**src/rtl/multicycle_ctrl.sv**
```systemverilog
// Main control FSM of the 32-bit multi-cycle MIPS-subset CPU.
// Sequences fetch/decode/execute/memory/writeback and drives every datapath enable and select.
module multicycle_ctrl #(
    parameter int OP_W = 6,
    parameter int ST_W = 4
) (
    input  logic            CLK,
    input  logic            reset,
    input  logic [OP_W-1:0] Op,
    input  logic            Zero,
    input  logic            MemReady,
    output logic            PCEn,
    output logic [1:0]      PCSrc,
    output logic            IorD,
    output logic            MemRead,
    output logic            MemWrite,
    output logic            IRWrite,
    output logic            RegDst,
    output logic            MemtoReg,
    output logic            RegWrite,
    output logic            ALUSrcA,
    output logic [1:0]      ALUSrcB,
    output logic [1:0]      ALUOp,
    output logic            IllegalOp,
    output logic [ST_W-1:0] State
);

    localparam logic [ST_W-1:0] S_FETCH   = ST_W'(0);
    localparam logic [ST_W-1:0] S_DECODE  = ST_W'(1);
    localparam logic [ST_W-1:0] S_MEMADR  = ST_W'(2);
    localparam logic [ST_W-1:0] S_MEMRD   = ST_W'(3);
    localparam logic [ST_W-1:0] S_MEMWB   = ST_W'(4);
    localparam logic [ST_W-1:0] S_MEMWR   = ST_W'(5);
    localparam logic [ST_W-1:0] S_EXEC    = ST_W'(6);
    localparam logic [ST_W-1:0] S_ALUWB   = ST_W'(7);
    localparam logic [ST_W-1:0] S_BRANCH  = ST_W'(8);
    localparam logic [ST_W-1:0] S_ADDI_EX = ST_W'(9);
    localparam logic [ST_W-1:0] S_ADDI_WB = ST_W'(10);
    localparam logic [ST_W-1:0] S_JUMP    = ST_W'(11);

    localparam logic [OP_W-1:0] OP_RTYPE = OP_W'(6'b000000);
    localparam logic [OP_W-1:0] OP_LW    = OP_W'(6'b100011);
    localparam logic [OP_W-1:0] OP_SW    = OP_W'(6'b101011);
    localparam logic [OP_W-1:0] OP_BEQ   = OP_W'(6'b000100);
    localparam logic [OP_W-1:0] OP_BNE   = OP_W'(6'b000101);
    localparam logic [OP_W-1:0] OP_ADDI  = OP_W'(6'b001000);
    localparam logic [OP_W-1:0] OP_J     = OP_W'(6'b000010);

    logic [ST_W-1:0] state_r;
    logic [ST_W-1:0] next_state_s;

    function automatic logic op_known(input logic [OP_W-1:0] op);
        logic known;
        case (op)
            OP_RTYPE, OP_LW, OP_SW, OP_BEQ, OP_BNE, OP_ADDI, OP_J: known = 1'b1;
            default:                                              known = 1'b0;
        endcase
        return known;
    endfunction

    // State register; reset wins over any transition, including a memory stall.
    always_ff @(posedge CLK) begin
        if (!reset) begin
            state_r <= S_FETCH;
        end else begin
            state_r <= next_state_s;
        end
    end

    // Next-state decode.
    always_comb begin
        next_state_s = S_FETCH;
        case (state_r)
            S_FETCH:   next_state_s = MemReady ? S_DECODE : S_FETCH;
            S_DECODE: begin
                case (Op)
                    OP_LW, OP_SW:   next_state_s = S_MEMADR;
                    OP_RTYPE:       next_state_s = S_EXEC;
                    OP_BEQ, OP_BNE: next_state_s = S_BRANCH;
                    OP_ADDI:        next_state_s = S_ADDI_EX;
                    OP_J:           next_state_s = S_JUMP;
                    default:        next_state_s = S_FETCH;
                endcase
            end
            S_MEMADR: begin
                if (Op == OP_LW) begin
                    next_state_s = S_MEMRD;
                end else if (Op == OP_SW) begin
                    next_state_s = S_MEMWR;
                end else begin
                    next_state_s = S_FETCH;
                end
            end
            S_MEMRD:   next_state_s = MemReady ? S_MEMWB : S_MEMRD;
            S_MEMWB:   next_state_s = S_FETCH;
            S_MEMWR:   next_state_s = MemReady ? S_FETCH : S_MEMWR;
            S_EXEC:    next_state_s = S_ALUWB;
            S_ALUWB:   next_state_s = S_FETCH;
            S_BRANCH:  next_state_s = S_FETCH;
            S_ADDI_EX: next_state_s = S_ADDI_WB;
            S_ADDI_WB: next_state_s = S_FETCH;
            S_JUMP:    next_state_s = S_FETCH;
            default:   next_state_s = S_FETCH;
        endcase
    end

    // Output decode; everything is held low while reset is asserted.
    always_comb begin
        PCEn      = 1'b0;
        PCSrc     = 2'b00;
        IorD      = 1'b0;
        MemRead   = 1'b0;
        MemWrite  = 1'b0;
        IRWrite   = 1'b0;
        RegDst    = 1'b0;
        MemtoReg  = 1'b0;
        RegWrite  = 1'b0;
        ALUSrcA   = 1'b0;
        ALUSrcB   = 2'b00;
        ALUOp     = 2'b00;
        IllegalOp = 1'b0;
        State     = state_r;
        if (reset) begin
            case (state_r)
                S_FETCH: begin
                    MemRead = 1'b1;
                    ALUSrcB = 2'b01;
                    IRWrite = MemReady;
                    PCEn    = MemReady;
                end
                S_DECODE: begin
                    ALUSrcB   = 2'b11;
                    IllegalOp = ~op_known(Op);
                end
                S_MEMADR: begin
                    ALUSrcA = 1'b1;
                    ALUSrcB = 2'b10;
                end
                S_MEMRD: begin
                    MemRead = 1'b1;
                    IorD    = 1'b1;
                end
                S_MEMWB: begin
                    RegWrite = 1'b1;
                    MemtoReg = 1'b1;
                end
                S_MEMWR: begin
                    MemWrite = 1'b1;
                    IorD     = 1'b1;
                end
                S_EXEC: begin
                    ALUSrcA = 1'b1;
                    ALUOp   = 2'b10;
                end
                S_ALUWB: begin
                    RegWrite = 1'b1;
                    RegDst   = 1'b1;
                end
                S_BRANCH: begin
                    ALUSrcA = 1'b1;
                    ALUOp   = 2'b01;
                    PCSrc   = 2'b01;
                    PCEn    = (Op == OP_BNE) ? ~Zero : Zero;
                end
                S_ADDI_EX: begin
                    ALUSrcA = 1'b1;
                    ALUSrcB = 2'b10;
                end
                S_ADDI_WB: begin
                    RegWrite = 1'b1;
                end
                S_JUMP: begin
                    PCSrc = 2'b10;
                    PCEn  = 1'b1;
                end
                default: begin
                    PCEn = 1'b0;
                end
            endcase
        end else begin
            State = {ST_W{1'b0}};
        end
    end

endmodule
```
**config.mk**
```make
export PLATFORM = sky130hd
export DESIGN_NAME = multicycle_ctrl
export DESIGN_NICKNAME = d
export VERILOG_FILES = /design/src/rtl/multicycle_ctrl.sv
export SDC_FILE = /design/constraint.sdc
export NUM_CORES = 1
export LEC_CHECK = 0
export CORE_MARGIN = 2
export CORE_UTILIZATION = 35
export CTS_CLUSTER_DIAMETER = 50
export DETAILED_ROUTE_END_ITERATION = 7
export GPL_TIMING_DRIVEN = 1
export PLACE_DENSITY = 0.8
export SLEW_MARGIN = 20
export SYNTH_ARGS = -nofsm -noshare
export SYNTH_HDL_FRONTEND = slang
export SYNTH_SLANG_ARGS = --single-unit
```
**constraint.sdc**
```tcl
create_clock -name CLK -period 1.25 [get_ports CLK]
set_input_delay 0.25 -clock CLK [delete_from_list [all_inputs] [get_ports CLK]]
set_output_delay 0.25 -clock CLK [all_outputs]
set_load 0.02 [all_outputs]
```
==> flow_metrics.env, run 1 <==
export IMPL_cts_buffer_depth=2
export IMPL_dieWidth_um=45.8
export IMPL_dp_final_hpwl_mm=1.71
export IMPL_yosysUniqueCellTypes=37
export IMPL_ys_flop_type="dfxtp_1"
export IMPL_yosysTopAreaCellShare_pct=13.1
export IMPL_initial_core_util_pct=36.1
export IMPL_crit_endpoint="PCEn"
export IMPL_boundaryPins=30
export IMPL_die_h_um=45.8
export IMPL_ys_warn_count=0
export IMPL_synth_area_per_cell_sq_um=6.71
export IMPL_synthArstFlopShare_pct=0
export IMPL_ys_ff_latch=4
export IMPL_worst_ep_kind="primary output"
export IMPL_synthesis_nets=101
export IMPL_synth_edf_count=0
export IMPL_grt_max_degree=8
export IMPL_gp_congestion=0.782
export IMPL_tool_error="[ERROR DPL-0038] Utilization greater than 100%, impossible to legalize"
export IMPL_status="did not finish"
export IMPL_yosysTopAreaCell="dfxtp_1"
export IMPL_syn_inst=91
export IMPL_rows=15
export IMPL_portBuffers=29
export IMPL_cts_htree_levels=1
export IMPL_cts_buffers_inserted=3
export IMPL_synth_area_leaders="dfxtp_1 13%, and2_1 6.1%, nor2_1 6.1%, nor3_1 4.9%, nor4b_2 4.9%"
export IMPL_lastStage="global routing (5_1_grt)"
export IMPL_syn_area_sq_um=611
export IMPL_placed_cells=163
export IMPL_cts_sinks=4
export IMPL_synth_seq_area_share_pct=13.1
export IMPL_clockRootBuffer="clkbuf_4"
==> cell families after synthesis <==
kind of cell	Yosys count	synth area share, %
AOI/OAI and AO/OA	20	20.7
xor gates and xnor gates	3	4.30
buffers and inverters	9	6.97
DFF	4	13.1
muxes	2	3.69
and+or+nand+nor	53	51.2
==> synth_stat cells, drive strengths merged (3+ instances only) <==
master,count
a21oi,6
a31oi,3
and2,6
and3,3
buf,4
dfxtp,4
inv,3
nand2,6
nand2b,5
nand3,3
nor2,11
nor3,6
nor4b,3
o21ai,6
xnor2,3
==> per-stage QoR <==
step / hold WS, ns / setup WS [ns] / TNS (ns) / cell area, sq um
after CTS: 0.470 / -0.416 / -5.58 / 1540
after detailed placement: 0.675 / -1.16 / -17.98 / 1210
after global placement: 0.670 / -1.07 / -17.53 / 1210
after floorplan: 0.442 / -0.227 / -0.746 / 717
==> repair_timing <==
item / 4_1_cts
gates resized for setup: 176
gates cloned: 0
pin swaps: 20
hold buffers: 0
setup endpoints to repair: 24
buffers inserted: 15
==> run 2, diff against run 1 <==
Settings changed: CORE_AREA set to 2 2 63 65, CORE_MARGIN 2 to unset, CORE_UTILIZATION 35 to unset, CTS_CLUSTER_DIAMETER 50 to unset, DIE_AREA set to 0 0 65 67, PLACE_DENSITY 0.8 to unset, PLACE_DENSITY_LB_ADDON set to 0.15.
Clock period 1.25 ns to 1.62 ns, I/O delays scaled along.
==> run 2 against run 1 <==
The flow now finishes, with violations (negative setup slack). Synthesized cell count is the same. Area after synthesis is the same.
==> flow_metrics.env, run 2 <==
export IMPL_status="complete, but fails checks"
export IMPL_violations="negative setup slack"
export IMPL_max_cap_viol_count=0
export IMPL_crit_fanout=5
export IMPL_portBuffers=29
export IMPL_dieArea_sq_um=4360
export IMPL_fmax_ghz=0.586
export IMPL_crit_path_end_kind="output port"
export IMPL_synth_most_common_cell="nor2_1"
export IMPL_largest_reg_flops=4
export IMPL_crit_top_cell="buf_6"
export IMPL_path_cells="buf_6 -> buf_12 -> nor4b_4 -> a32o_2 -> buf_6"
export IMPL_firstDrtPassIters=2
export IMPL_cts_buffer_depth=2
export IMPL_drc_errors=0
export IMPL_reg_top3="state_r: 4 flops"
export IMPL_areaGrowthSynthToFinish_pct=138
export IMPL_fin_crit_ns=1.71
export IMPL_gp_congestion=0.758
export IMPL_drive_above_1_share_pct=62.7
export IMPL_fin_crit_sh_pct=105
export IMPL_p_leak_uw=0.000624
export IMPL_worst_slack_ns=-0.0863
export IMPL_wl_per_cell_um=11.4
export IMPL_top_register="state_r"
export IMPL_rsz0062_at_grt="yes"
export IMPL_layout_cells_non_filler=206
export IMPL_power_density_nw_per_um2=461
export IMPL_yosysTopAreaCellShare_pct=13.1
export IMPL_hold_path_class="in2reg"
export IMPL_fin_util_pct=40.4
export IMPL_synth_area_leaders="dfxtp_1 13%, and2_1 6.1%, nor2_1 6.1%, nor3_1 4.9%, nor4b_2 4.9%"
export IMPL_final_common_cell="buf_4"
export IMPL_drv_slew=0
export IMPL_peakVddDrop_v=0.000207
export IMPL_clk_latency_ns=0.21
export IMPL_cp_required_ns=1.30
export IMPL_cts_htree_levels=1
export IMPL_crit_arrival_ns=1.38
export IMPL_rows=22
export IMPL_clk_transition_reported_paths_ns=0.03
export IMPL_setup_viol=3
export IMPL_placed_cells=197
export IMPL_ant_nets=0
export IMPL_drtIter0Drc=22
export IMPL_synthesis_nets=101
export IMPL_syn_area_sq_um=611
export IMPL_synth_edf_count=0
export IMPL_syn_inst=91
export IMPL_via_per_inst=4.44
export IMPL_worst_pin_slew_ns=0.298
export IMPL_ys_warn_count=0
export IMPL_cts_tree="yes"
export IMPL_crit_path_max_incr_delay_ns=0.34
export IMPL_die_h_um=67
export IMPL_drt_wl_total_mm=2.34
export IMPL_holdWs_ns=0.551
export IMPL_synth_seq_area_share_pct=13.1
export IMPL_grt_max_degree=14
export IMPL_tns_ns=-0.229
export IMPL_antenna_cells=0
export IMPL_dp_final_hpwl_mm=1.90
export IMPL_clockRootBuffer="clkbuf_8"
export IMPL_track_usage_pct=11.4
export IMPL_yosysUniqueCellTypes=37
export IMPL_final_cell_mix="39 x buf_4, 12 x buf_6, 8 x nor2_1"
export IMPL_boundaryPins=30
export IMPL_synthArstFlopShare_pct=0
export IMPL_critPathSlowestCell="dfxtp_4"
export IMPL_nFillCells=378
export IMPL_nets=170
export IMPL_hold_violations=0
export IMPL_yosysTopAreaCell="dfxtp_1"
export IMPL_grt_pass1_wl_mm=3.84
export IMPL_synth_area_per_cell_sq_um=6.71
export IMPL_startpoint_type="flop"
export IMPL_core_area_sq_um=3610
export IMPL_synthTopCellsByCount="10 x nor2_1, 6 x and2_1, 6 x nand2_1, 6 x nor3_1, 5 x a21oi_1"
export IMPL_grt_antenna_before_repair=0
export IMPL_via_count=914
export IMPL_gr_total_overflow=0
export IMPL_max_slew_margin_pct=80.0
export IMPL_ys_flop_type="dfxtp_1"
export IMPL_fin_worst_skew_ns=0.000155
export IMPL_initial_core_util_pct=16.9
export IMPL_dieWidth_um=65
export IMPL_cts_buffers_inserted=3
export IMPL_crit_type="reg2out"
export IMPL_postCtsHoldBufs=0
export IMPL_p_total_uw=670
export IMPL_ys_ff_latch=4
export IMPL_cts_sinks=4
export IMPL_grt_pass1_vias=868
run 2: cell counts after synthesis:
No cell type changed its count.
run 2: layout make-up:
class	instances	area, sq um	share of cell area [%]
tap	48	60.1	4.13
clock buffer	3	41.3	2.84
inverter	3	11.3	0.774
multi-input combinational	78	649	44.6
sequential	4	95.1	6.53
timing repair buffer	70	598	41.1
run 2: cell families after synthesis:
kind of cell / after synthesis / synth area share (%)
and+or+nand+nor: 53 / 51.2
xor gates and xnor gates: 3 / 4.30
DFF: 4 / 13.1
buffers and inverters: 9 / 6.97
muxes: 2 / 3.69
AOI/OAI and AO/OA: 20 / 20.7
run 2: routing by layer:
metal,track usage [%],wire length (um),up-vias
li1,-,-,469
met1,12.9,985,424
met2,21.6,1270,21
met3,2.20,88,0
met4,3.19,0,0
met5,0,0,-
run 2: timing repair:
item / CTS / global route
endpoints found under the setup margin: 21 / 12
endpoints found under the hold margin: 0 / 0
pin swaps: 8 / 13
buffers inserted: 4 / 3
resized for setup: 138 / 33
run 2: stage by stage:
step           worst slack (ns)  instance area [sq um]
2_1_floorplan           -0.0433                    631
3_3_place_gp             -0.905                   1220
3_5_place_dp             -0.887                   1220
4_1_cts                  -0.101                   1330
5_1_grt                  -0.135                   1460
6_report                -0.0863                   1460
run 2: worst paths after layout:
| path | slack, ns | end | from | cells past startpoint |
|---|---|---|---|---|
| max | -0.09 | PCEn | state_r[1]$_SDFF_PN0_ | 5 |
| min | 0.55 | state_r[0]$_SDFF_PN0_ | Op[0] | 4 |
| max reg2reg | 0.12 | state_r[2]$_SDFF_PN0_ | state_r[2]$_SDFF_PN0_ | 6 |
| min reg2reg | 0.76 | state_r[2]$_SDFF_PN0_ | state_r[3]$_SDFF_PN0_ | 3 |
run 2: worst max-delay path: cells and delay by family, from the launching register on:
kind                   cells  cell delay, ns
AOI/OAI and AO/OA          1            0.17
buffers and inverters      3            0.36
and+or+nand+nor            1            0.29
DFF                        1            0.34
run 2: power by group:
group / internal, uW / switching (uW)
registers: 103 / 14.3
clock network: 158 / 44.1
logic: 191 / 160
total: 452 / 218
Note: power is estimated with default switching activity, not from simulation.
